[config.mk]
export PLATFORM = sky130hd
export DESIGN_NAME = sawtooth_monitor
export DESIGN_NICKNAME = d
export VERILOG_FILES = /design/src/rtl/sawtooth_monitor.sv
export SDC_FILE = /design/constraint.sdc
export NUM_CORES = 1
export LEC_CHECK = 0
export ABC_AREA = 1
export BUFFER_PORTS_ARGS = -buffer_cell sky130_fd_sc_hd__buf_2
export CAP_MARGIN = 15
export CORE_MARGIN = 3
export CORE_UTILIZATION = 35
export DETAILED_ROUTE_END_ITERATION = 12
export GPL_ROUTABILITY_DRIVEN = 0
export PLACE_DENSITY = 0.53
export SYNTH_ARGS = -nofsm -noshare
export SYNTH_HDL_FRONTEND = slang
export SYNTH_SLANG_ARGS = --single-unit
[constraint.sdc]
create_clock -name clk -period 4.4 [get_ports clk]
set_input_delay 0.22 -clock clk [delete_from_list [all_inputs] [get_ports clk]]
set_output_delay 0.22 -clock clk [all_outputs]
set_load 0.005 [all_outputs]
[src/rtl/sawtooth_monitor.sv]
// Bus-mapped monitor for an 8-bit stepped waveform: classifies each input change as step, wrap or glitch,
// and reports the recovered step period plus step/wrap counts and sticky status flags.
module sawtooth_monitor #(
  parameter int CNT_W = 32
) (
  input  logic        clk,
  input  logic        resetn,
  input  logic        valid,
  output logic        ready,
  input  logic [3:0]  wstrb,
  input  logic [31:0] addr,
  input  logic [31:0] wdata,
  output logic [31:0] rdata,
  input  logic [7:0]  in
);

  typedef enum logic [1:0] {IDLE = 2'd0, SYNC = 2'd1, MEAS = 2'd2} state_t;

  state_t             state_q, state_d;
  logic               en;
  logic [7:0]         prev;
  logic [CNT_W-1:0]   cnt;
  logic [CNT_W-1:0]   period;
  logic [15:0]        steps, wraps;
  logic               lock, glitch, ovf;

  logic               chg, ev_step, ev_wrap, ev_glitch, sat;
  logic               wr_ctrl, clr, en_next;
  logic               upd_period, set_lock, clr_lock, set_glitch, set_ovf, cnt_step, cnt_wrap;
  logic [31:0]        period_ext, rd_val;
  logic               unused_bits;

  assign unused_bits = ^{addr[31:4], addr[1:0], wdata[31:2], wstrb[3:1]};

  assign chg       = (in != prev);
  assign ev_wrap   = chg && (prev == 8'hFF) && (in == 8'h00);
  assign ev_step   = chg && (prev != 8'hFF) && (in == prev + 8'd1);
  assign ev_glitch = chg && !ev_step && !ev_wrap;
  assign sat       = !chg && (&cnt);

  // CTRL lives entirely in byte 0; CLR is a one-cycle pulse that is never stored.
  assign wr_ctrl = valid && wstrb[0] && (addr[3:2] == 2'd0);
  assign clr     = wr_ctrl && wdata[1];
  assign en_next = wr_ctrl ? wdata[0] : en;

  always_ff @(posedge clk or negedge resetn) begin
    if (!resetn) state_q <= IDLE;
    else         state_q <= state_d;
  end

  // A clear overrides event handling in the same cycle; otherwise EN=0 forces IDLE.
  always_comb begin
    state_d    = state_q;
    upd_period = 1'b0;
    set_lock   = 1'b0;
    clr_lock   = 1'b0;
    set_glitch = 1'b0;
    set_ovf    = 1'b0;
    cnt_step   = 1'b0;
    cnt_wrap   = 1'b0;
    if (clr) begin
      state_d = en_next ? SYNC : IDLE;
    end else if (!en) begin
      state_d  = IDLE;
      clr_lock = 1'b1;
    end else begin
      case (state_q)
        IDLE: state_d = SYNC;
        SYNC: begin
          if (ev_step || ev_wrap) begin
            state_d  = MEAS;
            cnt_step = ev_step;
            cnt_wrap = ev_wrap;
          end else if (ev_glitch) begin
            set_glitch = 1'b1;
          end else if (sat) begin
            set_ovf = 1'b1;
          end
        end
        MEAS: begin
          if (ev_step || ev_wrap) begin
            upd_period = 1'b1;
            set_lock   = 1'b1;
            cnt_step   = ev_step;
            cnt_wrap   = ev_wrap;
          end else if (ev_glitch) begin
            set_glitch = 1'b1;
            clr_lock   = 1'b1;
            state_d    = SYNC;
          end else if (sat) begin
            set_ovf  = 1'b1;
            clr_lock = 1'b1;
            state_d  = SYNC;
          end
        end
        default: state_d = IDLE;
      endcase
    end
  end

  always_ff @(posedge clk or negedge resetn) begin
    if (!resetn) begin
      en     <= 1'b0;
      prev   <= 8'd0;
      cnt    <= '0;
      period <= '0;
      steps  <= 16'd0;
      wraps  <= 16'd0;
      lock   <= 1'b0;
      glitch <= 1'b0;
      ovf    <= 1'b0;
    end else begin
      en   <= en_next;
      prev <= in;
      if (clr || !en || state_q == IDLE || chg) cnt <= '0;
      else if (!(&cnt))                         cnt <= cnt + CNT_W'(1);
      if (clr) begin
        period <= '0;
        steps  <= 16'd0;
        wraps  <= 16'd0;
        lock   <= 1'b0;
        glitch <= 1'b0;
        ovf    <= 1'b0;
      end else begin
        if (upd_period) period <= cnt;
        if (set_lock)      lock <= 1'b1;
        else if (clr_lock) lock <= 1'b0;
        if (set_glitch) glitch <= 1'b1;
        if (set_ovf)    ovf    <= 1'b1;
        steps <= steps + 16'(cnt_step);
        wraps <= wraps + 16'(cnt_wrap);
      end
    end
  end

  always_comb begin
    period_ext              = 32'd0;
    period_ext[CNT_W-1:0]   = period;
  end

  always_comb begin
    rd_val = 32'd0;
    case (addr[3:2])
      2'd0: rd_val = {31'd0, en};
      2'd1: rd_val = period_ext;
      2'd2: rd_val = {wraps, steps};
      2'd3: rd_val = {29'd0, ovf, glitch, lock};
      default: rd_val = 32'd0;
    endcase
  end

  // Every request is acknowledged one cycle later; read data is captured in the request cycle.
  always_ff @(posedge clk or negedge resetn) begin
    if (!resetn) begin
      ready <= 1'b0;
      rdata <= 32'd0;
    end else begin
      ready <= valid;
      if (valid) rdata <= rd_val;
    end
  end

endmodule

# After elaboration in Yosys (flattened, before gate mapping)
# Index checks and enable logic that the tools add are counted.
dict set report totals {
  register_bits 143
  input_bits 79
  output_inout_bits 33
  elab_cells 108
}
dict set report classes {
  add_sub_neg 4
  eq_ne 13
  muxes 51
  reduce_logical 28
}
# operator n
set ops {}
lappend ops {{two-way mux 32 bit} 4}
lappend ops {{case mux 32 bit (4 select lines)} 1}
lappend ops {{two-way mux 1 bit} 37}
lappend ops {{adder 16 x 1 -> 16 bit} 2}
lappend ops {{adder 32 x 1 -> 32 bit (second input constant)} 1}
lappend ops {{two-way mux 16 bit} 2}
lappend ops {{AND reduction 32 bit} 1}
lappend ops {{two-way mux 2 bit} 6}
lappend ops {{logical AND 1 bit} 10}
lappend ops {{adder 8 x 1 -> 8 bit (second input constant)} 1}
lappend ops {{== test 8 bit} 1}
lappend ops {{== test 8 bit (second input constant)} 1}
lappend ops {{logical NOT 8 bit} 1}
lappend ops {{!= test 4 bit (second input constant)} 2}
lappend ops {{!= test 8 bit} 1}
lappend ops {{!= test 8 bit (second input constant)} 1}
lappend ops {{== test 2 bit (second input constant)} 3}
lappend ops {{case mux 2 bit (3 select lines)} 1}
lappend ops {{nonzero test 2 bit} 3}
lappend ops {{!= test 5 bit (second input constant)} 1}
lappend ops {{== test 2 x 1 -> 1 bit (second input constant)} 2}
lappend ops {{logical NOT 1 bit} 4}
lappend ops {{logical NOT 2 bit} 2}
lappend ops {{logical OR 1 bit} 4}
lappend ops {{other kinds (4)} 4}

# Depth between registers and ports, before layout
dict set report logic_depth {
  ltp_word 14
  mapped_depth 21
  depth_no_buf 21
}

# Least setup slack after synthesis
# OpenSTA, ideal clock, no wires.
dict set report synth_timing {
  kind {reg-to-reg}
  from {register prev[0]}
  to {register steps[12]}
  setup_time_ns 0.123
  t_arrival_ns 2.616
  t_required_ns 4.277
  path_slack_ns 1.661
  path_stages_with_launch 19
  n_path_buf 0
  synth_period_minus_slack_ns 2.739
  path_cell_list {dfrtp_1 -> ha_1 -> xor2_1 -> nor2_1 -> nand3_1 -> nor2_1 -> nand3_4 -> nor2_1 -> ha_1 -> ha_1 -> nand4_1 -> nor2_1 -> nand2_1 -> nor3_1 -> nand2_1 -> nor2_1 -> inv_1 -> o21ai_0 -> a21oi_1}
}
dict set report synth_between {
  elab_chain_len 10
  elab_cells_between_ends 16
  classes_between {2 x add/sub; 4 x eq/ne; 5 x mux; 5 x reduce/logical}
}
# item line_no
set synth_rtl {}
lappend synth_rtl {{start, declared} 21} ;# logic [7:0] prev;
lappend synth_rtl {{start signal, assigned} 114} ;# prev <= in;
lappend synth_rtl {{adder 8 x 1 -> 8 bit (tied with other cells)} 37} ;# assign ev_step = chg && (prev != 8'hFF) && (in == prev + 8'd1);
lappend synth_rtl {{== test 8 bit (tied with other cells)} 37}
lappend synth_rtl {{logical AND 1 bit (on tied branches)} {37, 36}}
lappend synth_rtl {{logical OR 1 bit} {70, 81}}
lappend synth_rtl {{two-way mux 1 bit (*)} {70, 81}}
lappend synth_rtl {{two-way mux 1 bit (*)} -}
lappend synth_rtl {{two-way mux 1 bit (*)} 63} ;# end else if (!en) begin
lappend synth_rtl {{two-way mux 1 bit (*)} 61} ;# if (clr) begin
lappend synth_rtl {{adder 16 x 1 -> 16 bit (*)} 130} ;# steps <= steps + 16'(cnt_step);
lappend synth_rtl {{two-way mux 16 bit (*)} 117} ;# if (clr) begin
lappend synth_rtl {{end signal, assigned} 130}
lappend synth_rtl {{end, declared} 24} ;# logic [15:0] steps, wraps;
# Every way passes the cells marked *; elsewhere a longest branch is shown, timed or not.
# A chain may end at the register's enable or synchronous reset.

# Worst setup path in the final report
dict set report layout_timing {
  from {register prev[0]}
  to {register steps[14]}
}
# Same word-level chain as after synthesis.

==> insert_results.sql <==
INSERT INTO impl_metrics (metric_group, metric, value, unit) VALUES
('synthesis', 'yosys-top-cells-area', 'sky130_fd_sc_hd__dfrtp_1 (50%), sky130_fd_sc_hd__nand2_1 (12%), sky130_fd_sc_hd__inv_1 (5.1%)', ''),
('synthesis', 'ys_seq_elements', '143', ''),
('synthesis', 'dominantRegCellSynth', 'sky130_fd_sc_hd__dfrtp_1', ''),
('cts', 'clock_sink_count', '143', ''),
('floorplanning', 'design.portCount', '112', ''),
('setup_path', 'path_class', 'reg2reg', ''),
('cells_and_area', 'fill_cells', '1993', ''),
('global_route', 'grt_pass1_vias', '5518', ''),
('pwr', 'vdd_ir_drop_max', '0.2269', 'mV'),
('setup_path', 'required', '4710', 'ps'),
('setup_path', 'worstRegToRegCells', '18', ''),
('synthesis', 'ys_seq_area_share', '49.87', '%'),
('cells_and_area', 'antenna_cells_inserted', '0', ''),
('synthesis', 'synth.net_count', '969', ''),
('synthesis', 'synth_area', '0.007176', 'sq mm'),
('cts', 'h-tree-depth', '4', ''),
('sta', 'tns', '0', 'ps'),
('setup_path', 'worst_setup_path_startpoint', 'prev[0]', ''),
('cts', 'max-clock-path-buffers', '2', ''),
('run_status', 'outcome', 'completed', ''),
('synthesis', 'syn-mean-instance-area', '8.145', 'sq um'),
('sta', 'max_freq', '0.3038', 'GHz'),
('sta', 'period_minus_slack', '3291', 'ps'),
('drt', 'number_of_drc_violations_after_detailed_routing_iteration_0', '305', ''),
('setup_path', 'timing.critical_path.to', 'steps[14]', ''),
('setup_path', 'timing.critical_path.max_delay_family', 'simple AND/OR/NAND/NOR gates', ''),
('floorplanning', 'design.die.area', '0.02226', 'sq mm'),
('cts', 'cts_tree', 'built', ''),
('synthesis', 'share_of_yosys_cell_area_claimed_by_the_top_area_cell_type', '49.87', '%'),
('drt', 'routed-via-count', '5832', ''),
('flow_run', 'max_cap_violations', '0', ''),
('global_route', 'global_route_wire_length_before_repair', '28.64', 'mm'),
('synthesis', 'synth.largest_area_cell', 'sky130_fd_sc_hd__dfrtp_1', ''),
('sta', 'timing.max_slew.rel_slack', '33.92', '%'),
('setup_path', 'worstReg2RegEnd', 'steps[14]', ''),
('sta', 'final_max_slew_viol_count', '0', ''),
('setup_path', 'worst_path_largest_cell_delay', '420', 'ps'),
('setup_path', 'r2r_start', 'prev[0]', ''),
('synthesis', 'yosys.cell_types.count', '40', ''),
('cells_and_area', 'finalCoreUtilization', '42.39', '%'),
('setup_path', 'r2r_setup_slack', '1110', 'ps'),
('cts', 'worst_setup_hold_path_clk_slew', '70', 'ps'),
('setup_path', 'cell_by_cell_listing_of_the_critical_path', 'ha_1 > xor2_1 > nor2_1 > nand3_1 > nor2_1 > nand3_4 > nor2_1 > ha_1 > ha_1 > nand4_1 > nor2_1 > nand2_1 > nor3_1 > nand2_1 > nor2_1 > inv_1 > o21ai_0 > nor2_1', ''),
('place', 'dp.cells', '1170', ''),
('floorplanning', 'starting_density_of_the_core', '36.27', '%'),
('cts', 'post_cts_repair_timing_setup_buffer_count', '0', ''),
('drt', 'drt-pass1-iter-count', '4', ''),
('setup_path', 'timing.critical_path.mode_cell', 'sky130_fd_sc_hd__nor2_1', ''),
('synthesis', 'ys.warnings.count', '0', ''),
('place', 'half_perimeter_wire_length_after_detailed_placement', '11.88', 'mm'),
('sta', 'fin_ws', '1109', 'ps'),
('cells_and_area', 'drive_gt1_share', '14.48', '%'),
('setup_path', 'path_buf_inv', '1', ''),
('drt', 'final_antenna_violating_net_count', '0', ''),
('cts', 'clk_latency', '420', 'ps'),
('synthesis', 'async_reset_ff_share', '100.0', '%'),
('cells_and_area', 'fin_cells', '1211', ''),
('setup_path', 'path_depth', '18', ''),
('synthesis', 'syn-instance-count', '881', ''),
('sta', 'hold_viol_final', '0', ''),
('floorplanning', 'horizontal_extent_of_the_die', '149.2', 'microns'),
('cts', 'hold_buffer_count_at_cts', '9', ''),
('cts', 'clock_tree.root_cell', 'sky130_fd_sc_hd__clkbuf_16', ''),
('drt', 'routed_wire_length_per_instance', '13.90', 'microns'),
('place', 'port-buffer-count', '48', ''),
('drt', 'drt-vias-per-instance', '4.816', ''),
('floorplanning', 'placementRows', '51', ''),
('setup_path', 'worst_path_max_delay_cell', 'sky130_fd_sc_hd__dfrtp_1', ''),
('sta', 'clock-skew-final', '11.91', 'ps'),
('pwr', 'p_leak', '3.858', 'nW'),
('sta', 'setup_violations', '0', '');
==> Yosys cell counts (7+ instances only) <==
cell	instances
sky130_fd_sc_hd__nand4_1	13
sky130_fd_sc_hd__a21oi_1	32
sky130_fd_sc_hd__nand2_1	220
sky130_fd_sc_hd__inv_1	97
sky130_fd_sc_hd__a31oi_1	34
sky130_fd_sc_hd__ha_1	9
sky130_fd_sc_hd__dfrtp_1	143
sky130_fd_sc_hd__nor2_1	90
sky130_fd_sc_hd__nor4_1	7
sky130_fd_sc_hd__nor3_1	21
sky130_fd_sc_hd__nand3_1	72
sky130_fd_sc_hd__nand3_2	18
sky130_fd_sc_hd__o21ai_1	26
sky130_fd_sc_hd__o21ai_0	22
sky130_fd_sc_hd__clkbuf_1	16
==> kinds of logic (layout without fill, tap and decap cells) <==
family	Yosys count	count (layout)	share of synthesized area (%)
AO/OA/AOI/OAI	121	121	9.398
adder cells (fa/ha/maj)	9	9	1.569
flip-flops	143	143	49.87
buffers and inverters	131	196	7.358
AND/OR/NAND/NOR	468	468	30.60
XOR/XNOR	6	6	0.7323
multiplexers	3	3	0.4708
==> final cells by class <==
cell class / count / area, sq um / area share (%)
Timing Repair Buffer: 62 / 374.1 / 4.461
Inverter: 102 / 382.9 / 4.566
Multi-Input combinational cell: 607 / 3072 / 36.63
Sequential cell: 143 / 3578 / 42.67
Clock inverter: 14 / 207.7 / 2.477
Tap cell: 265 / 331.6 / 3.954
Clock buffer: 18 / 439.2 / 5.237
==> how the worst min path moves through the flow <==
stage | startpoint | to | cells past startpoint
final | wdata[0] | en | 3
after global routing | wdata[0] | en | 3
after CTS | wdata[0] | en | 3
after detailed placement | resetn | rdata[28] | 1
after global placement | resetn | rdata[31] | 1
after floorplan | resetn | cnt[0] | 0
==> state kept, by name, indices dropped and copies added, names as in the netlist <==
register,cells
steps,16
lock,1
state_q,2
wraps,16
ovf,1
en,1
rdata,32
cnt,32
period,32
ready,1
glitch,1
prev,8
==> per-stage QoR <==
step / hold WS [ps] / power [mW]
after floorplan: -75.59 / 1.553
after global placement: 169.3 / 1.651
after detailed placement: 163.6 / 1.653
after CTS: 69.07 / 3.246
after global routing: 106.7 / 3.346
final: 86.09 / 3.205
==> power by group <==
| group | total, mW | switching [mW] | leakage [nW] | internal, mW |
|---|---|---|---|---|
| sequential | 1.42 | 0.0474 | 1.91 | 1.37 |
| clock | 1.57 | 0.598 | 0.303 | 0.976 |
| combinational | 0.212 | 0.132 | 1.64 | 0.0798 |
==> tightest hold or removal path, cell delays in order <==
cell	delay, ps
sky130_fd_sc_hd__buf_2	100
sky130_fd_sc_hd__inv_1	50
sky130_fd_sc_hd__o21ai_0	90
==> placed cells by master, fill, tap and decap left out, types with 18 or more instances in the layout <==
cell type / n
sky130_fd_sc_hd__a21oi_1: 32
sky130_fd_sc_hd__inv_1: 97
sky130_fd_sc_hd__nand3_2: 18
sky130_fd_sc_hd__nand3_1: 72
sky130_fd_sc_hd__buf_2: 47
sky130_fd_sc_hd__o21ai_0: 22
sky130_fd_sc_hd__dfrtp_1: 143
sky130_fd_sc_hd__nand2_1: 220
sky130_fd_sc_hd__nor3_1: 21
sky130_fd_sc_hd__o21ai_1: 26
sky130_fd_sc_hd__a31oi_1: 34
sky130_fd_sc_hd__nor2_1: 89
==> layer usage <==
layer / vias to the layer above / track usage, % / wire [microns]
met1: 2718 / 23.58 / 8375
met5: - / 0 / 0
met3: 20 / 2.796 / 593
met4: 0 / 5.400 / 272
met2: 92 / 24.08 / 7588
li1: 3002 / - / -
(Power assumes the default switching activity.)
